--- config.mk ---
export PLATFORM = sky130hd
export DESIGN_NAME = pc_gen_flat
export DESIGN_NICKNAME = d
export VERILOG_FILES = /design/src/rtl/pc_gen_pkg.sv /design/src/rtl/pc_gen_if.sv /design/src/rtl/pc_gen_btb.sv /design/src/rtl/pc_gen.sv /design/src/flat_wrapper.sv
export SDC_FILE = /design/constraint.sdc
export NUM_CORES = 1
export LEC_CHECK = 0
export BUFFER_PORTS_ARGS = -buffer_cell sky130_fd_sc_hd__buf_2
export CORE_AREA = 2 2 90 92
export DETAILED_ROUTE_END_ITERATION = 12
export DIE_AREA = 0 0 92 94
export MAX_ROUTING_LAYER = met4
export PLACE_DENSITY = 0.85
export SKIP_CTS_REPAIR_TIMING = 1
export SLEW_MARGIN = 30
export SYNTH_ARGS = -nofsm -noshare
export SYNTH_HDL_FRONTEND = slang
export SYNTH_SLANG_ARGS = --single-unit
--- constraint.sdc ---
create_clock -name clk -period 5.8 [get_ports clk]
set_clock_uncertainty 0.15 [all_clocks]
set_input_delay 0 -clock clk [delete_from_list [all_inputs] [get_ports clk]]
set_output_delay 0 -clock clk [all_outputs]
set_load 0.03 [all_outputs]
--- src/rtl/pc_gen_pkg.sv ---
// Shared types and defaults for the fetch-stage PC generator and its branch target buffer.
package pc_gen_pkg;

  localparam int unsigned DataWidth      = 32;
  typedef logic [DataWidth-1:0] data_t;

  localparam int unsigned DefInstBytes   = 4;
  localparam data_t       DefResetVector = 32'h0000_0000;

  typedef enum logic [1:0] {
    Snt = 2'b00,
    Wnt = 2'b01,
    Wt  = 2'b10,
    St  = 2'b11
  } cnt_e;

  // Tag is kept zero-extended to full width so any BTB depth fits the same struct.
  typedef struct packed {
    logic  valid;
    data_t tag;
    data_t target;
    cnt_e  cnt;
  } btb_entry_t;

  function automatic cnt_e sat_update(cnt_e cnt, logic taken);
    cnt_e res;
    res = cnt;
    unique case (cnt)
      Snt: res = taken ? Wnt : Snt;
      Wnt: res = taken ? Wt  : Snt;
      Wt:  res = taken ? St  : Wnt;
      St:  res = taken ? St  : Wt;
      default: res = cnt;
    endcase
    return res;
  endfunction

endpackage

--- src/rtl/pc_gen_if.sv ---
// Fetch-control bundle between the PC generator (slave) and the pipeline that steers it (master).
interface pc_gen_if
  import pc_gen_pkg::*;
#(
  parameter int unsigned XLEN = DataWidth
);
  logic            stall;
  logic            trap_valid;
  logic [XLEN-1:0] trap_pc;
  logic            redirect_valid;
  logic [XLEN-1:0] redirect_pc;
  logic            bu_valid;
  logic [XLEN-1:0] bu_pc;
  logic [XLEN-1:0] bu_target;
  logic            bu_taken;
  logic [XLEN-1:0] pc;
  logic [XLEN-1:0] pc_p4;
  logic            pc_valid;
  logic            pred_taken;
  logic [XLEN-1:0] pred_target;

  modport master (
    output stall, trap_valid, trap_pc, redirect_valid, redirect_pc,
    output bu_valid, bu_pc, bu_target, bu_taken,
    input  pc, pc_p4, pc_valid, pred_taken, pred_target
  );

  modport slave (
    input  stall, trap_valid, trap_pc, redirect_valid, redirect_pc,
    input  bu_valid, bu_pc, bu_target, bu_taken,
    output pc, pc_p4, pc_valid, pred_taken, pred_target
  );
endinterface

--- src/rtl/pc_gen_btb.sv ---
// Direct-mapped branch target buffer with 2-bit saturating counters.
// Lookup is combinational and sees pre-update contents when an update hits the same entry.
module pc_gen_btb
  import pc_gen_pkg::*;
#(
  parameter int unsigned Entries = 16
) (
  input  logic  clk,
  input  logic  rst_n,
  input  data_t lookup_pc_i,
  input  logic  bu_valid_i,
  input  data_t bu_pc_i,
  input  data_t bu_target_i,
  input  logic  bu_taken_i,
  output logic  pred_taken_o,
  output data_t pred_target_o
);

  localparam int unsigned IdxW = $clog2(Entries);

  btb_entry_t btb_q [Entries];
  btb_entry_t btb_d [Entries];

  logic [IdxW-1:0] rd_idx, wr_idx;
  data_t           rd_tag, wr_tag, wr_tgt;
  btb_entry_t      rd_e, wr_e;
  logic            rd_hit, wr_hit;

  assign rd_idx = lookup_pc_i[IdxW+1:2];
  assign rd_tag = lookup_pc_i >> (IdxW + 2);
  assign rd_e   = btb_q[rd_idx];
  assign rd_hit = rd_e.valid && (rd_e.tag == rd_tag);

  assign pred_taken_o  = rd_hit && rd_e.cnt[1];
  assign pred_target_o = rd_e.target;

  assign wr_idx = bu_pc_i[IdxW+1:2];
  assign wr_tag = bu_pc_i >> (IdxW + 2);
  assign wr_tgt = {bu_target_i[DataWidth-1:2], 2'b00};
  assign wr_e   = btb_q[wr_idx];
  assign wr_hit = wr_e.valid && (wr_e.tag == wr_tag);

  logic unused_lo;
  assign unused_lo = ^{lookup_pc_i[1:0], bu_pc_i[1:0], bu_target_i[1:0]};

  always_comb begin
    btb_d = btb_q;
    if (bu_valid_i) begin
      if (wr_hit) begin
        btb_d[wr_idx].cnt = sat_update(wr_e.cnt, bu_taken_i);
        if (bu_taken_i) begin
          btb_d[wr_idx].target = wr_tgt;
        end
      end else if (bu_taken_i) begin
        btb_d[wr_idx] = '{valid: 1'b1, tag: wr_tag, target: wr_tgt, cnt: Wt};
      end
    end
  end

  always_ff @(posedge clk or negedge rst_n) begin
    if (!rst_n) begin
      for (int i = 0; i < int'(Entries); i++) begin
        btb_q[i] <= '{valid: 1'b0, tag: '0, target: '0, cnt: Wnt};
      end
    end else begin
      btb_q <= btb_d;
    end
  end

endmodule

--- src/rtl/pc_gen.sv ---
// Fetch-stage PC register with trap/redirect/stall priority and optional BTB prediction.
// Define PC_GEN_BTB_EN to build the branch target buffer; otherwise fetch is purely sequential.
module pc_gen
  import pc_gen_pkg::*;
#(
  parameter int unsigned     XLEN         = DataWidth,
  parameter logic [XLEN-1:0] RESET_VECTOR = DefResetVector,
  parameter int unsigned     BTB_ENTRIES  = 16,
  parameter int unsigned     INST_BYTES   = DefInstBytes
) (
  input logic        clk,
  input logic        rst_n,
  pc_gen_if.slave    bus
);

  logic [XLEN-1:0] pc_q, pc_d, pc_p4, next_pc, btb_target;
  logic            pc_valid_q, pc_valid_d, btb_taken;

  assign pc_p4 = pc_q + XLEN'(INST_BYTES);

`ifdef PC_GEN_BTB_EN
  pc_gen_btb #(
    .Entries (BTB_ENTRIES)
  ) u_btb (
    .clk           (clk),
    .rst_n         (rst_n),
    .lookup_pc_i   (pc_q),
    .bu_valid_i    (bus.bu_valid),
    .bu_pc_i       (bus.bu_pc),
    .bu_target_i   (bus.bu_target),
    .bu_taken_i    (bus.bu_taken),
    .pred_taken_o  (btb_taken),
    .pred_target_o (btb_target)
  );
`else
  assign btb_taken  = 1'b0;
  assign btb_target = pc_p4;

  logic unused_bu;
  assign unused_bu = ^{bus.bu_valid, bus.bu_pc, bus.bu_target, bus.bu_taken};
`endif

  // Trap and redirect flush past a stall; the first edge after reset only marks the PC valid.
  always_comb begin
    next_pc = pc_p4;
    if (bus.trap_valid) begin
      next_pc = bus.trap_pc;
    end else if (bus.redirect_valid) begin
      next_pc = bus.redirect_pc;
    end else if (bus.stall) begin
      next_pc = pc_q;
    end else if (btb_taken) begin
      next_pc = btb_target;
    end

    pc_valid_d = 1'b1;
    pc_d       = pc_q;
    if (pc_valid_q) begin
      pc_d = {next_pc[XLEN-1:2], 2'b00};
    end
  end

  always_ff @(posedge clk or negedge rst_n) begin
    if (!rst_n) begin
      pc_q       <= RESET_VECTOR;
      pc_valid_q <= 1'b0;
    end else begin
      pc_q       <= pc_d;
      pc_valid_q <= pc_valid_d;
    end
  end

  assign bus.pc          = pc_q;
  assign bus.pc_p4       = pc_p4;
  assign bus.pc_valid    = pc_valid_q;
  assign bus.pred_taken  = btb_taken;
  assign bus.pred_target = btb_taken ? btb_target : pc_p4;

endmodule

--- src/flat_wrapper.sv ---
// flat-port wrapper written by rule: the top's interface ports become plain ports
module pc_gen_flat import pc_gen_pkg::*;
#(
  parameter int unsigned     XLEN         = DataWidth,
  parameter logic [XLEN-1:0] RESET_VECTOR = DefResetVector,
  parameter int unsigned     BTB_ENTRIES  = 16,
  parameter int unsigned     INST_BYTES   = DefInstBytes
)
  (clk, rst_n, bus_stall, bus_trap_valid, bus_trap_pc, bus_redirect_valid, bus_redirect_pc, bus_bu_valid, bus_bu_pc, bus_bu_target, bus_bu_taken, bus_pc, bus_pc_p4, bus_pc_valid, bus_pred_taken, bus_pred_target);
  pc_gen_if #(.XLEN(XLEN)) bus_i ();
  input logic clk;
  input logic rst_n;
  input wire logic [$bits(bus_i.stall)-1:0] bus_stall;
  input wire logic [$bits(bus_i.trap_valid)-1:0] bus_trap_valid;
  input wire logic [$bits(bus_i.trap_pc)-1:0] bus_trap_pc;
  input wire logic [$bits(bus_i.redirect_valid)-1:0] bus_redirect_valid;
  input wire logic [$bits(bus_i.redirect_pc)-1:0] bus_redirect_pc;
  input wire logic [$bits(bus_i.bu_valid)-1:0] bus_bu_valid;
  input wire logic [$bits(bus_i.bu_pc)-1:0] bus_bu_pc;
  input wire logic [$bits(bus_i.bu_target)-1:0] bus_bu_target;
  input wire logic [$bits(bus_i.bu_taken)-1:0] bus_bu_taken;
  output wire logic [$bits(bus_i.pc)-1:0] bus_pc;
  output wire logic [$bits(bus_i.pc_p4)-1:0] bus_pc_p4;
  output wire logic [$bits(bus_i.pc_valid)-1:0] bus_pc_valid;
  output wire logic [$bits(bus_i.pred_taken)-1:0] bus_pred_taken;
  output wire logic [$bits(bus_i.pred_target)-1:0] bus_pred_target;
  assign bus_i.stall = bus_stall;
  assign bus_i.trap_valid = bus_trap_valid;
  assign bus_i.trap_pc = bus_trap_pc;
  assign bus_i.redirect_valid = bus_redirect_valid;
  assign bus_i.redirect_pc = bus_redirect_pc;
  assign bus_i.bu_valid = bus_bu_valid;
  assign bus_i.bu_pc = bus_bu_pc;
  assign bus_i.bu_target = bus_bu_target;
  assign bus_i.bu_taken = bus_bu_taken;
  assign bus_pc = bus_i.pc;
  assign bus_pc_p4 = bus_i.pc_p4;
  assign bus_pc_valid = bus_i.pc_valid;
  assign bus_pred_taken = bus_i.pred_taken;
  assign bus_pred_target = bus_i.pred_target;
  pc_gen #(.XLEN(XLEN), .RESET_VECTOR(RESET_VECTOR), .BTB_ENTRIES(BTB_ENTRIES), .INST_BYTES(INST_BYTES)) u_core (.clk(clk), .rst_n(rst_n), .bus(bus_i));
endmodule
Yosys cells after proc, flatten, opt, wreduce, memory -nomap -nowiden
Cells that the tools add are included.
Storage, ports and cells
  register bits after elaboration: 31
  bits of input ports: 135
  output and inout bits: 98
  logic and storage cells: 8
Cells by class
  add/sub/neg operators: 1
  equality and inequality tests: 1
  multiplexer cells: 3
  reductions and logical operators: 1
Operator list (number)
  32-bit two-way mux: 3
  32-bit by 3-bit adder with 32-bit output, second input constant: 1
  3-bit by 1-bit != test with 1-bit output, second input constant: 1
  2-bit AND reduction: 1

Logic depth before layout (Yosys ltp)
Gate-level depths: netlist of the first run.
  word-level depth: 4
  gate-level depth with buffers: 8
  mapped depth without buffers: 6

Worst setup path before layout of the first run
No wires, ideal clock.
  kind: register to output
  start point: register u_core.pc_q[2] (netlist: u_core.bus.pc[2])
  end point: output port bus_pred_target[26]
  arrival: 2.487 ns
  required time: 5.650 ns
  path slack: 3.163 ns
  stages on the path, launching flop included: 8
  buffers on the path: 2
  path through: dfrtp_1 -> ha_1 -> and4_1 -> buf_6 -> nor4b_4 -> nand4_2 -> xnor2_1 -> buf_4
Between the ends
  word-level cells in the longest chain between the ends: 1
RTL lines
  start, declared: RTL line pc_gen.sv:16  | logic [XLEN-1:0] pc_q, pc_d, pc_p4, next_pc, btb_target;
  start signal, assigned: RTL line pc_gen.sv:68  | pc_q <= pc_d;
  32-bit by 3-bit adder with 32-bit output: RTL line pc_gen.sv:19  | assign pc_p4 = pc_q + XLEN'(INST_BYTES);
  end, declared: RTL line flat_wrapper.sv:26  | output wire logic [$bits(bus_i.pred_target)-1:0] bus_pred_target;
Every way passes these cells.

Worst setup path in the final report of the first run
  start point: register u_core.pc_q[7] (netlist: u_core.bus.pc[7])
  end point: register u_core.pc_q[19] (netlist: u_core.bus.pc[19])
Between the ends
  word-level cells in the longest chain between the ends: 4
RTL lines
  32-bit by 3-bit adder with 32-bit output: RTL line pc_gen.sv:19
  32-bit two-way mux: RTL line pc_gen.sv:50  | end else if (bus.stall) begin
  32-bit two-way mux: RTL line pc_gen.sv:48  | end else if (bus.redirect_valid) begin
  32-bit two-way mux: RTL line pc_gen.sv:46  | if (bus.trap_valid) begin
Every way passes these cells. The select of a mux whose other input is x is not followed.
A chain may end at the register's enable or synchronous reset.

==> results.txt, run 1 <==
----------------------------------------------------
[Run status]
  Run status ... complete, but fails checks
  Violations in the final reports ... hold timing

[Placement]
  Worst Setup Slack post-DPL ... slightly above 3 ns
  Final weighted congestion in routability-driven placement ... between 0.8 and 0.9
  Dpl hpwl ... between 7000 and 8000 um
  I/O Buffers ... 155
  Post-Place Cell Area ... approximately 3400 um^2

[STA]
  Worst Hold Slack ... -0.05964 ns
  Achievable clock frequency ... around 320 MHz
  Slew Viols, Final ... 0
  Unrepaired setup endpoints after global routing ... false
  Max_slew headroom ... 0.3512
  Transition time at the pin with the least slew margin ... 0.9651 ns
  Worst setup margin ... approximately 2.6 ns
  Final setup viols ... 0
  Setup_tns ... 0 ns
  Time the final worst path needs with I/O delays and setup ... 3.168 ns
  Share of the clock period used by the worst path ... 0.5462
  Final hold violations ... 9

[Layout]
  Most common cell after layout, fill and taps aside ... sky130_fd_sc_hd__buf_2
  Post-layout instance area ... 3905 um^2
  Antenna diodes ... 0
  Commonest cells after routing, fill and taps aside ... 155 x sky130_fd_sc_hd__buf_2, 40 x sky130_fd_sc_hd__dlygate4sd3_1, 34 x sky130_fd_sc_hd__a21oi_1, 31 x sky130_fd_sc_hd__dfrtp_1, 21 x sky130_fd_sc_hd__nand2_1
  Layout Area Growth over Synthesis ... 37.73%
  Nets@finish ... 638
  Count of fill cells added during filler insertion ... about 750
  Layout cells sized above 1 ... 0.3373

[CTS]
  CTS sink count ... 31
  H-tree lvl count ... 2
  CTS Root Cell ... sky130_fd_sc_hd__clkbuf_8
  CTS tree ... done
  Clock latency reported for the late side of the worst-skew pair ... between 0.2 and 0.3 ns
  Cts bufs inserted ... 5
  Maximum number of buffers from clock root to sink ... 2
  CTS clock-pin slew for the worst setup and hold paths ... 0.07 ns

[Setup path]
  Family with the most delay on the worst path ... simple AND/OR/NAND/NOR gates
  R2r worst-path depth ... 6
  Crit path DAT ... approximately 3.2 ns
  Total number of cells along the worst setup path ... 6
  Worst setup EP type ... register
  Maximum net fanout on the critical path ... 11
  Critical Setup Path Class ... reg2reg
  Data required time at the worst endpoint ... between 5 and 6 ns
  Buffers & Inverters on Critical Path ... 1
  Cell with the largest stage delay on the worst path ... sky130_fd_sc_hd__nor4_2
  Nature of the critical path startpoint ... register
  Worst path max stage delay ... between 0.8 and 0.9 ns
  Crit-path cells ... nand3_2, nor4_2, nand2_1, a221oi_1, o31ai_1, dlygate4sd3_1

[Global route]
  Global-route wire length before repair ... ~15000 um
  Routing usage on met1 ... 0.2690
  GRT Max-Usage Layer ... met2
  GRT Residual Overflow ... 0
  Pin count of the biggest net entering global routing ... 44
  Met3 routing resource usage after global routing ... 0.04173
  Met2 GRT Util ... 0.3824
  Vias in the first global route ... 2890
  Global Route Usage Sum ... 0.2206
  Initial antenna violation count ... 0

[Drt]
  Drt pass-1 iters ... 5
  Vias per cell ... roughly 5.5
  Post-detailed-route count of antenna-violating nets ... 0
  Final wirelength ... approximately 10000 um
  Number of DRC violations after detailed routing ... 0
  DR vias ... around 3300
  Mean routed wirelength per cell ... 17.31 um
  Starting DRT DRC Count ... about 190

[Logic synthesis]
  Share of Yosys cell area claimed by the top area cell type ... 0.2736
  FFs w/ async S/R, synth ... 1.000
  Syn. warnings ... 0
  Synthesized instance count ... 352
  Syn avg cell area ... 8.055 um^2
  Cell types occupying the most area after synthesis ... sky130_fd_sc_hd__dfrtp_1 27%, sky130_fd_sc_hd__buf_4 10%, sky130_fd_sc_hd__a21oi_1 6.0%
  Total standard cell area after synthesis ... 2835 um^2
  Number of synthesized flops with an enable pin ... 0
  Top cell type by total area after synthesis ... sky130_fd_sc_hd__dfrtp_1
  Prevailing post-synth register cell ... sky130_fd_sc_hd__dfrtp_1
  Yosys cell types ... 56
  Sequential-to-total area share from yosys stat ... 0.2736
  Register bit total from synthesis ... 31

[Pwr]
  Total power per unit cell area ... roughly 260 nW/um^2
  Leakage component of the power ... roughly 0.0019 uW
  Overall power consumption ... 1009 uW
  Worst voltage drop across the vdd grid ... about 0.00015 V

[Worst hold path]
  Min-delay worst type ... in2reg
  Number of cells on the worst hold path ... 5

[Floorplan]
  Starting density of the core ... 0.3727
  Die extent in y ... 94 um
  Die area ... 8648 um^2
  Io pins ... between 200 and 250
  Core outline area ... approximately 7600 um^2
  Number of placement rows ... 32
  Die X ... approximately 92 um

[Run]
  Max_cap viols ... 0

----------------------------------------------------
## final timing paths
check	start	end	slack, ns
max in group asynchronous	rst_n	u_core.bus.pc[3]	4.82
worst max register to register	u_core.bus.pc[7]	u_core.bus.pc[19]	2.63
min in group asynchronous	rst_n	u_core.bus.pc[30]	0.19
worst max-delay path	u_core.bus.pc[7]	u_core.bus.pc[19]	2.63
worst min register to register	u_core.bus.pc[24]	u_core.bus.pc[24]	0.44
worst min-delay path	bus_redirect_pc[6]	u_core.bus.pc[6]	-0.06
## synthesized netlist by cell type (3+ instances only)
library cell	instances
sky130_fd_sc_hd__buf_4	38
sky130_fd_sc_hd__a31oi_1	4
sky130_fd_sc_hd__nor2_1	20
sky130_fd_sc_hd__mux2i_1	7
sky130_fd_sc_hd__clkbuf_1	11
sky130_fd_sc_hd__o22ai_1	9
sky130_fd_sc_hd__inv_1	10
sky130_fd_sc_hd__o22a_1	5
sky130_fd_sc_hd__nor2b_1	5
sky130_fd_sc_hd__buf_1	3
sky130_fd_sc_hd__a22oi_1	6
sky130_fd_sc_hd__nor4_1	5
sky130_fd_sc_hd__nor3_1	5
sky130_fd_sc_hd__dfrtp_1	31
sky130_fd_sc_hd__o31ai_1	3
sky130_fd_sc_hd__o21ai_0	10
sky130_fd_sc_hd__nand4_1	10
sky130_fd_sc_hd__a21oi_1	34
sky130_fd_sc_hd__nand2_1	21
sky130_fd_sc_hd__buf_2	6
sky130_fd_sc_hd__o31a_1	3
sky130_fd_sc_hd__a221oi_1	3
sky130_fd_sc_hd__nand3_1	7
sky130_fd_sc_hd__and3_1	14
sky130_fd_sc_hd__a22o_1	3
sky130_fd_sc_hd__o21ai_1	9
sky130_fd_sc_hd__xor2_1	12
sky130_fd_sc_hd__xnor2_1	14
sky130_fd_sc_hd__nand2b_1	5
sky130_fd_sc_hd__and4_1	5
sky130_fd_sc_hd__o2bb2ai_1	4
## state kept, by name, indices dropped and copies added (netlist names)
name,flops
u_core.bus.pc_valid,1
u_core.bus.pc,30
## kinds of logic after synthesis
logic type               synth area share
adder cells (fa/ha/maj)          0.004412
flip-flops                         0.2736
multiplexers                      0.02471
XOR/XNOR                          0.08032
other                            0.002649
AND/OR/NAND/NOR                    0.2259
buffers and inverters              0.1483
AO/OA/AOI/OAI                      0.2401
## worst register-to-register path: cells and delay by family (launching register included)
family,cells,cell delay (ns)
AOI/OAI and AO/OA,2,0.51
buffers and inverters,1,0.57
DFF,1,0.55
and+or+nand+nor,3,1.28
## per-stage QoR
step,hold slack (ns),instances,utilization
2_1_floorplan,-0.4456,358,-
3_3_place_gp,-0.05368,556,0.4465
3_5_place_dp,-0.03450,557,0.4512
4_1_cts,-0.3393,563,0.4607
5_1_grt,0.002376,603,0.5133
6_report,-0.05964,603,0.5133
## area by class of cell
type	count	area, um^2	share of cell area
Clock buffer	6	72.57	0.01858
Inverter	11	41.29	0.01057
Multi-Input combinational cell	257	1684	0.4313
Sequential cell	31	775.7	0.1987
Tap cell	102	127.6	0.03268
Timing Repair Buffer	196	1204	0.3082
## routing by layer
| layer | share of wire | wire length, um |
|---|---|---|
| met1 | 0.40 | 4188 |
| met2 | 0.50 | 5265 |
| met3 | 0.084 | 881 |
| met4 | 0.010 | 104 |
| met5 | 0 | 0 |
## where the power goes
group / switching (uW) / internal [uW]
Sequential: 66.8 / 247
Clock: 79.1 / 80.0
Combinational: 358 / 177
Total: 504 / 505
No activity file was read; power rests on OpenSTA's default activity.
==> inputs of run 2 (changes only) <==
ABC_AREA = 1   (was unset)
CORE_AREA = unset   (was 2 2 90 92)
CORE_MARGIN = 1.5   (was unset)
CORE_UTILIZATION = 37   (was unset)
DIE_AREA = unset   (was 0 0 92 94)
PLACE_DENSITY = 0.86   (was 0.85)
clock period = 2.85 ns   (was 5.8 ns; I/O delays follow)
==> results.txt, run 2 <==
----------------------------------------------------
[Layout]
  Layout Area Growth over Synthesis ... 38.96%
  Antenna diodes ... 0 (unchanged)
  Nets@finish ... 784 (+23%)
  Max reg flops ... 30 (unchanged)
  Commonest cells after routing, fill and taps aside ... 155 x sky130_fd_sc_hd__buf_2, 131 x sky130_fd_sc_hd__nand2_1, 93 x sky130_fd_sc_hd__nor2_1, 53 x sky130_fd_sc_hd__dlygate4sd3_1, 45 x sky130_fd_sc_hd__a21oi_1
  Layout cells sized above 1 ... 0.2928 (-0.04457)
  Fin util ... 0.5379 (+0.02462)
  Most common cell after layout, fill and taps aside ... sky130_fd_sc_hd__buf_2
  Count of fill cells added during filler insertion ... 786 (+4.5%)

[Setup path]
  Family with the most delay on the worst path ... simple AND/OR/NAND/NOR gates
  Launching element of the worst setup path ... u_core.bus.pc[3]
  Nature of the critical path startpoint ... register
  Buffers & Inverters on Critical Path ... 1 (unchanged)
  Data required time at the worst endpoint ... 2.92 ns (-2.90 ns)
  Total number of cells along the worst setup path ... 11 (+5)
  R2r worst-path depth ... 11 (+5)
  RR Endpoint ... u_core.bus.pc[16]
  Critical Setup Path Class ... reg2reg
  Crit-path cells ... ha_1, nand2_2, nor2_4, nand2_4, nor2_4, xor2_2, nand2_1, nand2_1, nand2_1, dlygate4sd3_1, nand2_1
  Crit path DAT ... 2.58 ns (-0.60 ns)
  Top cell by count, worst path ... sky130_fd_sc_hd__nand2_1
  Worst setup EP type ... register
  FF-to-FF setup slack ... 0.35 ns (-2.29 ns)
  Worst path max stage delay ... 0.55 ns (-0.31 ns)
  Maximum net fanout on the critical path ... 5 (-6)
  Cell with the largest stage delay on the worst path ... sky130_fd_sc_hd__dlygate4sd3_1
  Start of the worst register-to-register path ... u_core.bus.pc[3]
  Crit path to ... u_core.bus.pc[16]

[Placement]
  Worst Setup Slack post-DPL ... 0.9695 ns (-2.125 ns)
  Final weighted congestion in routability-driven placement ... 0.9281 (+4.8%)
  I/O Buffers ... 155 (unchanged)
  Dpl hpwl ... 7060 um (about the same)

[CTS]
  Cts bufs inserted ... 5 (unchanged)
  CTS Root Cell ... sky130_fd_sc_hd__clkbuf_8
  Maximum number of buffers from clock root to sink ... 2 (unchanged)
  CTS tree ... done
  CTS sink count ... 31 (unchanged)
  Clock latency reported for the late side of the worst-skew pair ... 0.28 ns (about the same)
  CTS clock-pin slew for the worst setup and hold paths ... 0.07 ns (about the same)
  H-tree lvl count ... 2 (unchanged)

[Floorplan]
  Die X ... 93.61 um (+1.7%)
  Starting density of the core ... 0.3871 (+0.01442)
  Die extent in y ... 93.61 um (-0.41%)
  Die area ... 8763 um^2 (+1.3%)
  Io pins ... 233 (unchanged)
  Core outline area ... 7848 um^2 (+3.2%)
  Number of placement rows ... 32 (unchanged)

[Drt]
  Final wirelength ... 10310 um (-1.2%)
  DR vias ... 3621 (+9.5%)
  Vias per cell ... 4.822 (-12%)
  Starting DRT DRC Count ... 178 (-5.8%)
  Drt pass-1 iters ... 5 (unchanged)
  Number of DRC violations after detailed routing ... 0 (unchanged)
  Post-detailed-route count of antenna-violating nets ... 0 (unchanged)
  Mean routed wirelength per cell ... 13.73 um (-21%)

[Pwr]
  Portion of total power attributed to the clock network ... 0.188 (+0.030)
  Leakage component of the power ... 0.002215 uW (+18%)
  Total power per unit cell area ... 503.9 nW/um^2 (+95%)
  Switching power ... 1049 uW (+110%)
  Reg power frac ... 0.282 (-0.029)
  Total internal power ... 1078 uW (+110%)
  Worst voltage drop across the vdd grid ... 0.0003566 V (+140%)
  Switching Share ... 0.4933 (-0.006355)
  Proportion of power drawn by combinational gates ... 0.530 (about the same)

[STA]
  Final hold violations ... 7 (-2)
  Time the final worst path needs with I/O delays and setup ... 2.504 ns (-0.6641 ns)
  Transition time at the pin with the least slew margin ... 0.7755 ns (-0.1896 ns)
  Achievable clock frequency ... 399.4 MHz (+27%)
  Setup_tns ... 0 ns (unchanged)
  Worst setup margin ... 0.3464 ns (-2.286 ns)
  Share of the clock period used by the worst path ... 0.8785 (+0.3323)
  Worst Hold Slack ... -0.06501 ns (-0.005376 ns)
  Max_slew headroom ... 0.4830 (+0.1317)
  Slew Viols, Final ... 0 (unchanged)
  Final setup viols ... 0 (unchanged)
  Unrepaired setup endpoints after global routing ... false

[Global route]
  Pin count of the biggest net entering global routing ... 48 (+9.1%)
  Met2 GRT Util ... 0.3629 (-0.01943)
  Initial antenna violation count ... 0 (unchanged)
  Routing usage on met1 ... 0.2805 (+0.01146)
  Vias in the first global route ... 2951 (+2.1%)
  Met3 routing resource usage after global routing ... 0.04553 (+0.003795)
  Global Route Usage Sum ... 0.2200 (-0.0006676)
  GRT Residual Overflow ... 0 (unchanged)
  Global-route wire length before repair ... 14660 um (-0.84%)
  GRT Max-Usage Layer ... met2

[Run status]
  Violations in the final reports ... hold timing
  Run status ... complete, but fails checks

[Logic synthesis]
  Fraction of the mapped netlist area in compound gates ... 0.1215 (-0.1186)
  Top cells by count, synth ... 131 x sky130_fd_sc_hd__nand2_1, 93 x sky130_fd_sc_hd__nor2_1, 45 x sky130_fd_sc_hd__a21oi_1, 37 x sky130_fd_sc_hd__buf_4, 33 x sky130_fd_sc_hd__inv_1
  Syn avg cell area ... 6.342 um^2 (-21%)
  Register bit total from synthesis ... 31 (unchanged)
  Adder-cell area share of the yosys netlist ... 0.004119 (-0.0002944)
  Total standard cell area after synthesis ... 3038 um^2 (+7.1%)
  Yosys cell types ... 35 (-38%)
  Share of synthesized area spent on multiplexers ... 0 (-0.02471)
  Syn. warnings ... 0 (unchanged)
  Cell types occupying the most area after synthesis ... sky130_fd_sc_hd__dfrtp_1 26%, sky130_fd_sc_hd__nand2_1 16%, sky130_fd_sc_hd__nor2_1 11%
  Share of Yosys cell area claimed by the top area cell type ... 0.2554 (-0.01826)
  Number of synthesized flops with an enable pin ... 0 (unchanged)
  Cell with the most instances after synthesis ... sky130_fd_sc_hd__nand2_1
  Synthesized instance count ... 479 (+36%)
  Area share of xor/xnor cells in the synthesized design ... 0.04984 (-0.03048)
  Top cell type by total area after synthesis ... sky130_fd_sc_hd__dfrtp_1
  Post-synthesis simple-gate area fraction ... 0.3933 (+0.1674)
  Sequential-to-total area share from yosys stat ... 0.2554 (-0.01826)
  FFs w/ async S/R, synth ... 1.000 (unchanged)
  Largest family of logic cells by synthesized area ... simple AND/OR/NAND/NOR gates
  Prevailing post-synth register cell ... sky130_fd_sc_hd__dfrtp_1

[Run]
  Max_cap viols ... 0 (unchanged)

[Worst hold path]
  Min-delay worst type ... in2reg

----------------------------------------------------
## run 2: cell count changes after synthesis, sizes merged, moves of 13 or more
cell	change
and3	-14
inv	+25
nor2	+84
nand2	+118
xnor2	-13
nand3	+19
## run 2: layout make-up
type                    count  area [um^2]  share of cell area
inverters                  35        138.9             0.03290
repair buffers            210         1321              0.3130
flip-flops and latches     31        775.7              0.1838
multi-input cells         365         1758              0.4164
well taps                 102        127.6             0.03023
clock buffers               8        100.1             0.02371
## run 2: worst min path at each step
stage | from | to | slack [ns] | cells past startpoint
floorplan | rst_n | u_core.bus.pc[10] | -0.45 | 0
CTS | rst_n | u_core.bus.pc_valid | -0.33 | 1
finish | bus_redirect_pc[31] | u_core.bus.pc[31] | -0.07 | 5
global route | bus_trap_pc[7] | u_core.bus.pc[7] | 0.002 | 4
global placement | rst_n | u_core.bus.pc_valid | -0.04 | 1
detailed placement | rst_n | u_core.bus.pc_valid | -0.03 | 1
## run 2: cells by family (layout without fill, tap and decap cells)
group                      after synthesis  after routing
and+or+nand+nor                        274            274
xor gates and xnor gates                13             13
adders and majority gates                1              1
buffers and inverters                   89            253
other                                    2              8
DFF                                     31             31
AOI/OAI and AO/OA                       69             69
## run 2: metrics by stage
| step | area, um^2 | total power (uW) | hold WS [ns] | std cells |
|---|---|---|---|---|
| final | 4222 | 2127 | -0.06501 | 751 |
| after global routing | 4222 | 2258 | 0.002070 | 751 |
| after CTS | 3691 | 2047 | -0.3341 | 698 |
| after detailed placement | 3591 | 1640 | -0.02607 | 690 |
| after global placement | 3591 | 1622 | -0.04246 | 690 |
| after floorplan | 3060 | 1421 | -0.4456 | 485 |
## run 2: worst min-delay path, delay by kind of cell
kind / cells / cell delay (ns)
buffers and inverters: 1 / 0.09
and+or+nand+nor: 3 / 0.18
AOI/OAI and AO/OA: 1 / 0.05
## run 2: power groups by stage
stage          combinational (uW)  clock (uW)  sequential (uW)
2_1_floorplan                 716           0              705
6_report                     1130         400              600
4_1_cts                      1040         412              598
5_1_grt                      1210         433              612
3_3_place_gp                 1020           0              603
3_5_place_dp                 1030           0              606
## run 2: per-layer routing
metal / vias to the layer above / part of all wire
met5: - / 0
met2: 160 / 0.50
met3: 9 / 0.066
li1: 1801 / -
met1: 1651 / 0.43
met4: 0 / 0.0072
